$ cat config.mk
export PLATFORM = sky130hd
export DESIGN_NAME = adc_spi_sampler
export DESIGN_NICKNAME = d
export VERILOG_FILES = /design/src/rtl/adc_spi_sampler_pkg.sv /design/src/rtl/adc_spi_sampler_tick.sv /design/src/rtl/adc_spi_sampler.sv
export SDC_FILE = /design/constraint.sdc
export NUM_CORES = 1
export LEC_CHECK = 0
export CAP_MARGIN = 25
export CORE_UTILIZATION = 50
export CTS_CLUSTER_SIZE = 28
export DETAILED_ROUTE_END_ITERATION = 10
export PLACE_DENSITY = 0.75
export SETUP_SLACK_MARGIN = 0.5
export SLEW_MARGIN = 20
export SYNTH_ARGS = -nofsm -noshare
export SYNTH_HDL_FRONTEND = slang
export SYNTH_SLANG_ARGS = --single-unit
$ cat constraint.sdc
create_clock -name i_clk -period 1.8 [get_ports i_clk]
set_input_delay 0.45 -clock i_clk [delete_from_list [all_inputs] [get_ports i_clk]]
set_output_delay 0.45 -clock i_clk [all_outputs]
set_load 0.05 [all_outputs]
$ cat src/rtl/adc_spi_sampler_pkg.sv
// -----------------------------------------------------------------------------
// adc_spi_sampler_pkg
// Shared definitions for the servo-pot SPI ADC sampler.
//   - adc_state_e    : sequencer state encoding (IDLE, SETUP, SHIFT, DONE, QUIET)
//   - ADC_FRAME_BITS : sclk cycles per ADC frame
//   - ADC_DATA_BITS  : LSBs of the frame that carry the conversion result
//   - ADC_OUT_W      : width of the presented sample word
// -----------------------------------------------------------------------------
package adc_spi_sampler_pkg;

    localparam int ADC_FRAME_BITS = 16;
    localparam int ADC_DATA_BITS  = 12;
    localparam int ADC_OUT_W      = 16;

    typedef enum logic [2:0] {
        ST_IDLE  = 3'd0,
        ST_SETUP = 3'd1,
        ST_SHIFT = 3'd2,
        ST_DONE  = 3'd3,
        ST_QUIET = 3'd4
    } adc_state_e;

endpackage

$ cat src/rtl/adc_spi_sampler_tick.sv
// -----------------------------------------------------------------------------
// adc_sclk_tick
// Half-period timer for the SPI sequencer. Counts 0..CLK_DIV-1 and wraps.
// Ports:
//   i_clk      system clock
//   i_rst      synchronous active-high reset
//   i_restart  forces the count back to 0 (held while the sequencer is idle)
//   o_tick     last cycle of the current half-period
//   o_first    first cycle of the current half-period
// -----------------------------------------------------------------------------
module adc_sclk_tick #(
    parameter int CLK_DIV = 5
) (
    input  logic i_clk,
    input  logic i_rst,
    input  logic i_restart,
    output logic o_tick,
    output logic o_first
);

    localparam int CW = (CLK_DIV > 1) ? $clog2(CLK_DIV) : 1;

    logic [CW-1:0] r_cnt;
    logic          w_last;

    assign w_last = (r_cnt == CW'(CLK_DIV - 1));

    always_ff @(posedge i_clk) begin
        if (i_rst || i_restart) begin
            r_cnt <= '0;
        end else if (w_last) begin
            r_cnt <= '0;
        end else begin
            r_cnt <= r_cnt + 1'b1;
        end
    end

    // A restart cycle never ends a half-period: the phase after it starts fresh.
    assign o_tick  = w_last && !i_restart;
    assign o_first = (r_cnt == '0);

endmodule

$ cat src/rtl/adc_spi_sampler.sv
// -----------------------------------------------------------------------------
// adc_spi_sampler
// Serial front-end for the 12-bit SPI ADC on the servo position pot. Once per
// SAMPLE_PERIOD it drops cs, clocks out FRAME_BITS sclk cycles (idle high),
// captures the frame MSB first and presents {4'b0, sample[11:0]} with a
// one-cycle data_valid strobe.
//
// Optional build macro: ADC_AVG4_EN
//   When defined, data is the mean of the last four samples (history cleared
//   on reset, missing entries count as 0) and the strobe comes one cycle later.
//
// Ports:
//   i_clk         system clock
//   i_rst         synchronous active-high reset, aborts any frame in flight
//   i_sdata       ADC serial data, changes after sclk falling edge
//   i_enable      permits new frames to start
//   o_cs          ADC chip select, active low
//   o_sclk        serial clock, idles high
//   o_data        latest sample, zero-extended to 16 bits
//   o_data_valid  one-cycle strobe when o_data updates
//   o_busy        high in SETUP, SHIFT and DONE
//   o_dbg_state   current sequencer state
// -----------------------------------------------------------------------------
module adc_spi_sampler
    import adc_spi_sampler_pkg::*;
#(
    parameter int CLK_DIV       = 5,
    parameter int SAMPLE_PERIOD = 10000,
    parameter int FRAME_BITS    = ADC_FRAME_BITS,
    parameter int DATA_BITS     = ADC_DATA_BITS
) (
    input  logic                 i_clk,
    input  logic                 i_rst,
    input  logic                 i_sdata,
    input  logic                 i_enable,
    output logic                 o_cs,
    output logic                 o_sclk,
    output logic [ADC_OUT_W-1:0] o_data,
    output logic                 o_data_valid,
    output logic                 o_busy,
    output adc_state_e           o_dbg_state
);

    localparam int PW     = $clog2(SAMPLE_PERIOD);
    localparam int HW     = $clog2(2 * FRAME_BITS);
    localparam int PAD_W  = ADC_OUT_W - DATA_BITS;

    // ---------------------------------------------------------------------
    // Free-running sample period counter
    // ---------------------------------------------------------------------
    logic [PW-1:0] r_period;

    always_ff @(posedge i_clk) begin
        if (i_rst) begin
            r_period <= '0;
        end else if (r_period == PW'(SAMPLE_PERIOD - 1)) begin
            r_period <= '0;
        end else begin
            r_period <= r_period + 1'b1;
        end
    end

    // ---------------------------------------------------------------------
    // Input synchroniser stage for the serial data line
    // ---------------------------------------------------------------------
    logic r_sdata_q;

    always_ff @(posedge i_clk) begin
        if (i_rst) begin
            r_sdata_q <= 1'b0;
        end else begin
            r_sdata_q <= i_sdata;
        end
    end

    // ---------------------------------------------------------------------
    // Half-period timer
    // ---------------------------------------------------------------------
    adc_state_e r_state;
    logic       w_restart;
    logic       w_tick;
    logic       w_first;

    // Holding the timer in IDLE and DONE lines up count 0 with the first
    // cycle of SETUP and of QUIET.
    assign w_restart = (r_state == ST_IDLE) || (r_state == ST_DONE);

    adc_sclk_tick #(
        .CLK_DIV (CLK_DIV)
    ) u_tick (
        .i_clk     (i_clk),
        .i_rst     (i_rst),
        .i_restart (w_restart),
        .o_tick    (w_tick),
        .o_first   (w_first)
    );

    // ---------------------------------------------------------------------
    // Sequencer, shift register and output registers
    // ---------------------------------------------------------------------
    logic [HW-1:0]        r_h;        // half-period index in SHIFT, tick count in QUIET
    // Only the data LSBs are kept; the leading frame bits fall off the top.
    logic [DATA_BITS-1:0] r_shreg;
    logic                 r_cs;
    logic                 r_sclk;
    logic                 r_busy;
    logic                 r_data_valid;
    logic [ADC_OUT_W-1:0] r_data;

    logic w_frame_start;
    logic w_sample;
    logic w_last_half;

    assign w_frame_start = (r_period == '0) && i_enable;
    // Sample on the first cycle of each sclk-high half-period (rising edge).
    assign w_sample      = (r_state == ST_SHIFT) && r_h[0] && w_first;
    assign w_last_half   = (r_h == HW'(2 * FRAME_BITS - 1));

`ifdef ADC_AVG4_EN
    logic [DATA_BITS-1:0] r_hist [4];
    logic [DATA_BITS+1:0] r_sum;
    logic [DATA_BITS+1:0] w_sum_next;

    // Running sum: add the newest sample, drop the one leaving the window.
    assign w_sum_next = r_sum + (DATA_BITS+2)'(r_shreg) - (DATA_BITS+2)'(r_hist[3]);
`endif

    always_ff @(posedge i_clk) begin
        if (i_rst) begin
            r_state      <= ST_IDLE;
            r_h          <= '0;
            r_shreg      <= '0;
            r_cs         <= 1'b1;
            r_sclk       <= 1'b1;
            r_busy       <= 1'b0;
            r_data_valid <= 1'b0;
            r_data       <= '0;
`ifdef ADC_AVG4_EN
            r_sum        <= '0;
            for (int i = 0; i < 4; i++) begin
                r_hist[i] <= '0;
            end
`endif
        end else begin
            r_data_valid <= 1'b0;

            if (w_sample) begin
                r_shreg <= {r_shreg[DATA_BITS-2:0], r_sdata_q};
            end

            case (r_state)
                ST_IDLE: begin
                    if (w_frame_start) begin
                        r_state <= ST_SETUP;
                        r_cs    <= 1'b0;
                        r_sclk  <= 1'b1;
                        r_busy  <= 1'b1;
                    end
                end

                ST_SETUP: begin
                    if (w_tick) begin
                        r_state <= ST_SHIFT;
                        r_h     <= '0;
                        r_sclk  <= 1'b0;
                    end
                end

                ST_SHIFT: begin
                    if (w_tick) begin
                        if (w_last_half) begin
                            // cs/sclk/data are registered here so they are
                            // already visible during the DONE cycle.
                            r_state <= ST_DONE;
                            r_cs    <= 1'b1;
                            r_sclk  <= 1'b1;
`ifndef ADC_AVG4_EN
                            r_data       <= {{PAD_W{1'b0}}, r_shreg};
                            r_data_valid <= 1'b1;
`endif
                        end else begin
                            r_h    <= r_h + 1'b1;
                            // Next half-period index is odd when the current one is even.
                            r_sclk <= ~r_h[0];
                        end
                    end
                end

                ST_DONE: begin
                    r_state <= ST_QUIET;
                    r_busy  <= 1'b0;
                    r_h     <= '0;
`ifdef ADC_AVG4_EN
                    r_hist[0]    <= r_shreg;
                    r_hist[1]    <= r_hist[0];
                    r_hist[2]    <= r_hist[1];
                    r_hist[3]    <= r_hist[2];
                    r_sum        <= w_sum_next;
                    r_data       <= {{PAD_W{1'b0}}, w_sum_next[DATA_BITS+1:2]};
                    r_data_valid <= 1'b1;
`endif
                end

                ST_QUIET: begin
                    // Two half-periods of cs high before another frame may start.
                    if (w_tick) begin
                        if (r_h == HW'(1)) begin
                            r_state <= ST_IDLE;
                            r_h     <= '0;
                        end else begin
                            r_h <= r_h + 1'b1;
                        end
                    end
                end

                default: begin
                    r_state <= ST_IDLE;
                    r_cs    <= 1'b1;
                    r_sclk  <= 1'b1;
                    r_busy  <= 1'b0;
                end
            endcase
        end
    end

    assign o_cs         = r_cs;
    assign o_sclk       = r_sclk;
    assign o_data       = r_data;
    assign o_data_valid = r_data_valid;
    assign o_busy       = r_busy;
    assign o_dbg_state  = r_state;

endmodule

---- After elaboration in Yosys (flattened, before gate mapping) ----
Index checks and enable logic that the tools add are counted.
storage, ports and cells
  bits in registers ....................... 54
  output and inout bits ................... 23
  logic and storage cells ................. 82
cells by class
  $add $sub $neg .......................... 3
  eq/ne operators ......................... 15
  multiplexer cells ....................... 24
  bitwise gates (word level) .............. 6
  reductions and logical operators ........ 23
operators by type and width
  cell                                                              count
  5-bit two-way mux                                                 5
  5-bit case mux with 4 select lines                                1
  3-bit two-way mux                                                 6
  3-bit case mux with 5 select lines                                1
  14-bit by 1-bit adder with 14-bit output (second input constant)  1
  14-bit == test (second input constant)                            1
  14-bit logical NOT                                                1
  3-bit OR reduction                                                3
  1-bit two-way mux                                                 8
  2-bit != test (second input constant)                             4
  4-bit AND reduction                                               2
  3-bit by 2-bit == test with 1-bit output (second input constant)  2
  3-bit == test (second input constant)                             2
  3-bit logical NOT                                                 2
  2-bit by 1-bit != test with 1-bit output (second input constant)  3
  1-bit NOT                                                         6
  6-bit AND reduction                                               1
  2-bit OR reduction                                                3
  5-bit by 1-bit adder with 5-bit output (second input constant)    1
  5-bit by 1-bit == test with 1-bit output (second input constant)  1
  5-bit == test (second input constant)                             1
  5-bit AND reduction                                               1
  1-bit logical AND                                                 4
  1-bit case mux with 4 select lines                                1
  9 further kinds                                                   10

---- Longest topological paths before layout ----
  depth in word-level cells ............... 6
  gate-level depth with buffers ........... 8

---- Cells and area by module ----
A second synthesis with hierarchy kept.
second synthesis, totals
  cells, all modules ...................... 296
  area, all modules ....................... 2,443.6 µm²
by module, submodules not included
  module           instances  cells an instance  area each (µm²)  sequential area each (µm²)
  adc_spi_sampler  1          280                2,292.2          1,021.0
  adc_sclk_tick    1          16                 151.4            60.1

---- Worst setup path after synthesis ----
OpenSTA, ideal clock, no wires.
  kind .................................... register -> register
  start point ............................. reg r_h[0]
  end point ............................... reg r_h[3]
  arrival time ............................ 1.775 ns
  data required time ...................... 1.728 ns
  setup slack ............................. -0.046 ns
  stages on the path, launching flop included .. 8
  period minus slack after synthesis ...... 1.846 ns
  cell sequence ........................... dfxtp_1 ha_1 and3_1 ha_1 clkbuf_1 o32a_1 a21oi_2 mux2i_1
RTL lines
  element                               RTL line                text
  from (decl)                           adc_spi_sampler.sv:101  logic [HW-1:0] r_h;
  from (signal assigned)                adc_spi_sampler.sv:182  r_h <= r_h + 1'b1;
  from (signal assigned)                adc_spi_sampler.sv:211  r_h <= r_h + 1'b1;
  5-bit == test                         adc_spi_sampler.sv:117  assign w_last_half = (r_h == HW'(2 * FRAME_BITS - 1));
  named net w_last_half                 adc_spi_sampler.sv:112  logic w_last_half;
  2-bit != test (no source line)        --
  5-bit AND reduction (no source line)  --
The timed path passes the listed nets, and every way through them passes these cells. The select of a mux whose other input is x is not followed.
A chain may end at the register's enable or synchronous reset.

---- Final worst setup path ----
  start point ............................. reg r_h[0]
  end point ............................... reg r_h[0]
Same word-level chain as after synthesis.

==> results.txt <==
status: completed
LEAKAGE: 1.465 nW
vias in the first global route: 1854
Pwr Total: 2.119 mW
fin. max-slew vios: 0
Fillers: 310
CTS sink cnt: 54
DRT Wirelength: 6.152 mm
RSZ-0062 raised after global routing: true
Die ar.: 5242 um^2
Worst Hold Class: reg2reg
Vias: 2135
total CTS buffers: 5
Worst-path clk slew: 0.10 ns
Worst Skew: 0.01089 ns
Yosys top cell by area: dfxtp_1
Residual DRC: 0
# setup viols final: 0
Vias/cell: 5.446
first-pass GRT wire length: 8.528 mm
largest net degree at the start of global routing: 27
Root Buffer: clkbuf_8
Pre-antenna DRT Iters: 4
EDFF count, synth: 0
Distinct cells, synth: 55
Final Hold Slack: 0.5004 ns
Core ar.: 4755 um^2
clock tree from TritonCTS: built
CTS Buffer Depth: 2
crit end category: register
register bit total from synthesis: 54
RR Endpoint: r_h[0]$_SDFFE_PP0P_
critical path data arrival time: 1.96 ns
crit path launch: r_h[0]$_SDFFE_PP0P_
Die X: 72.41 um
final hold viol count: 0
Die Span Y: 72.41 um
Row Count: 25
GPL Wtd Cong: 0.8162
most frequent cells in the layout: 41 x nor2_1, 36 x buf_4, 26 x mux2i_1
hold endpoint: u_tick.r_cnt[0]$_SDFF_PP0_
Syn. warnings: 0
Top FF cell, synth: dfxtp_1
setup TNS: 0 ns
Iter 0 DRT Violations: 111
WL/cell: 15.69 um
layout cells sized above 1: 0.4954
Final ANT Viol Nets: 0
I/O pin cnt: 27
Worst-Skew Late Latency: 0.32 ns
hpwl dp: 3.030 mm
worst vdd ir: 0.0003851 V
cells after synthesis: 262
diode count: 0
Async SR Flop Fraction: 0
Synth top area share: 0.4361
WP data required: 2.04 ns
Avg Inst Size Synth: 9.460 um^2
hold wc startpoint: u_tick.r_cnt[0]$_SDFF_PP0_
fin crit period: 1.717 ns
Final Cycle Share: 0.9539
fin area: 3635 um^2
grt ovf: 0
placed cell areas: 2793 um^2
dominant cells by area after synthesis: dfxtp_1 44%, mux2i_1 10%, nor2_1 7.6%
crit path kind: reg2reg
total track usage: 0.2120
Area Growth Syn to Fin: 46.64%
Fmax: 582.4 MHz
commonest non-fill, non-tap cell in the layout: nor2_1
Worst R2R Start: r_h[0]$_SDFFE_PP0P_
PwrDens: 582.9 nW/um^2
htree depth: 2
initial antenna violation count: 0
CP max FO: 7
Starting Density: 0.5213
# nets final: 336
register-to-register setup slack: 0.08 ns
Post-Syn Area: 2479 um^2
hold depth: 2
Worst Reg-to-Reg Cells: 7
Core Util, Final: 0.7645
max_cap viols: 0
Buffers on Ports: 22
sequential fraction of the synthesis area: 0.4361
crit path launch type: register
-- power breakdown --
| part | internal [mW] | switching [mW] |
|---|---|---|
| combinational | 0.0912 | 0.126 |
| clock | 0.270 | 0.411 |
| sequential | 1.20 | 0.0169 |
| total | 1.56 | 0.554 |
-- worst max path at each step --
stage                                       end  slack, ns  depth (start not counted)
floorplan                   r_h[3]$_SDFFE_PP0P_       0.15                          7
global placement    o_dbg_state[0]$_SDFFE_PP0P_      -0.17                          5
detailed placement  o_dbg_state[0]$_SDFFE_PP0P_      -0.18                          5
CTS                         r_h[3]$_SDFFE_PP0P_       0.15                          6
global route                r_h[2]$_SDFFE_PP0P_       0.04                          7
finish                      r_h[0]$_SDFFE_PP0P_       0.08                          7
-- registers in the layout, summed over array words and instances (netlist names), 3 cells and up --
signal	flops
r_h	5
r_shreg	12
r_period	14
o_dbg_state	3
u_tick.r_cnt	3
o_data	12
-- worst max-delay path, cell delays in order (launching register included) --
cell and delay (ns):
dfxtp_4 0.38, ha_4 0.16, and3_4 0.18, ha_4 0.19, o32ai_4 0.35, buf_6 0.16, nor3_2 0.03, nor3_1 0.19
-- area by class of cell --
cell class,instances,area [um^2],share of cell area
multi-input cells,185,1600,0.4403
inverters,11,43.79,0.01205
well taps,67,83.83,0.02306
clock buffers,5,68.82,0.01893
flip-flops and latches,54,1135,0.3122
repair buffers,68,689.4,0.1897
clock inverters,2,13.76,0.003787
-- per-layer routing --
metal | vias up | share of wire | wire length, um | global-route usage
li1 | 1017 | - | - | -
met1 | 1039 | 0.43 | 2637 | 0.2711
met2 | 64 | 0.51 | 3115 | 0.3396
met3 | 15 | 0.035 | 218 | 0.04306
met4 | 0 | 0.029 | 181 | 0.1068
met5 | - | 0 | 0 | 0
-- Yosys cell counts (3+ instances only) --
cell,count
buf_4,5
inv_1,11
a21oi_1,4
nor4_2,3
nand2_1,12
buf_2,4
o21ai_0,5
nor4b_1,3
mux2i_1,26
nand3_1,9
nor2_1,50
ha_1,7
clkbuf_1,4
xnor2_1,11
dfxtp_1,54
nor3_1,6
-- per-stage QoR --
stage               instances  setup WS [ns]
global placement          346        -0.1661
finish                    392        0.08296
global route              392        0.04384
CTS                       374         0.1493
floorplan                 265         0.1450
detailed placement        346        -0.1821
-- what timing repair did --
item                       in CTS  in global routing
hold buffers                    0                  0
gates cloned                    2                  1
setup endpoints to repair      67                 69
resized for setup              52                 64
pin swaps                      16                 33
setup buffers                  19                 17
-- cells by family (layout without fill, tap and decap cells) --
| kind of cell | Yosys count | count (layout) | share of synthesized area |
|---|---|---|---|
| and+or+nand+nor | 105 | 105 | 0.2262 |
| other | 1 | 4 | 0.001513 |
| AOI/OAI and AO/OA | 29 | 30 | 0.09339 |
| muxes | 26 | 26 | 0.1050 |
| adders and majority gates | 7 | 7 | 0.03533 |
| buffers and inverters | 27 | 86 | 0.05654 |
| DFF | 54 | 54 | 0.4361 |
| xor gates and xnor gates | 13 | 13 | 0.04594 |
(Power assumes the default switching activity.)
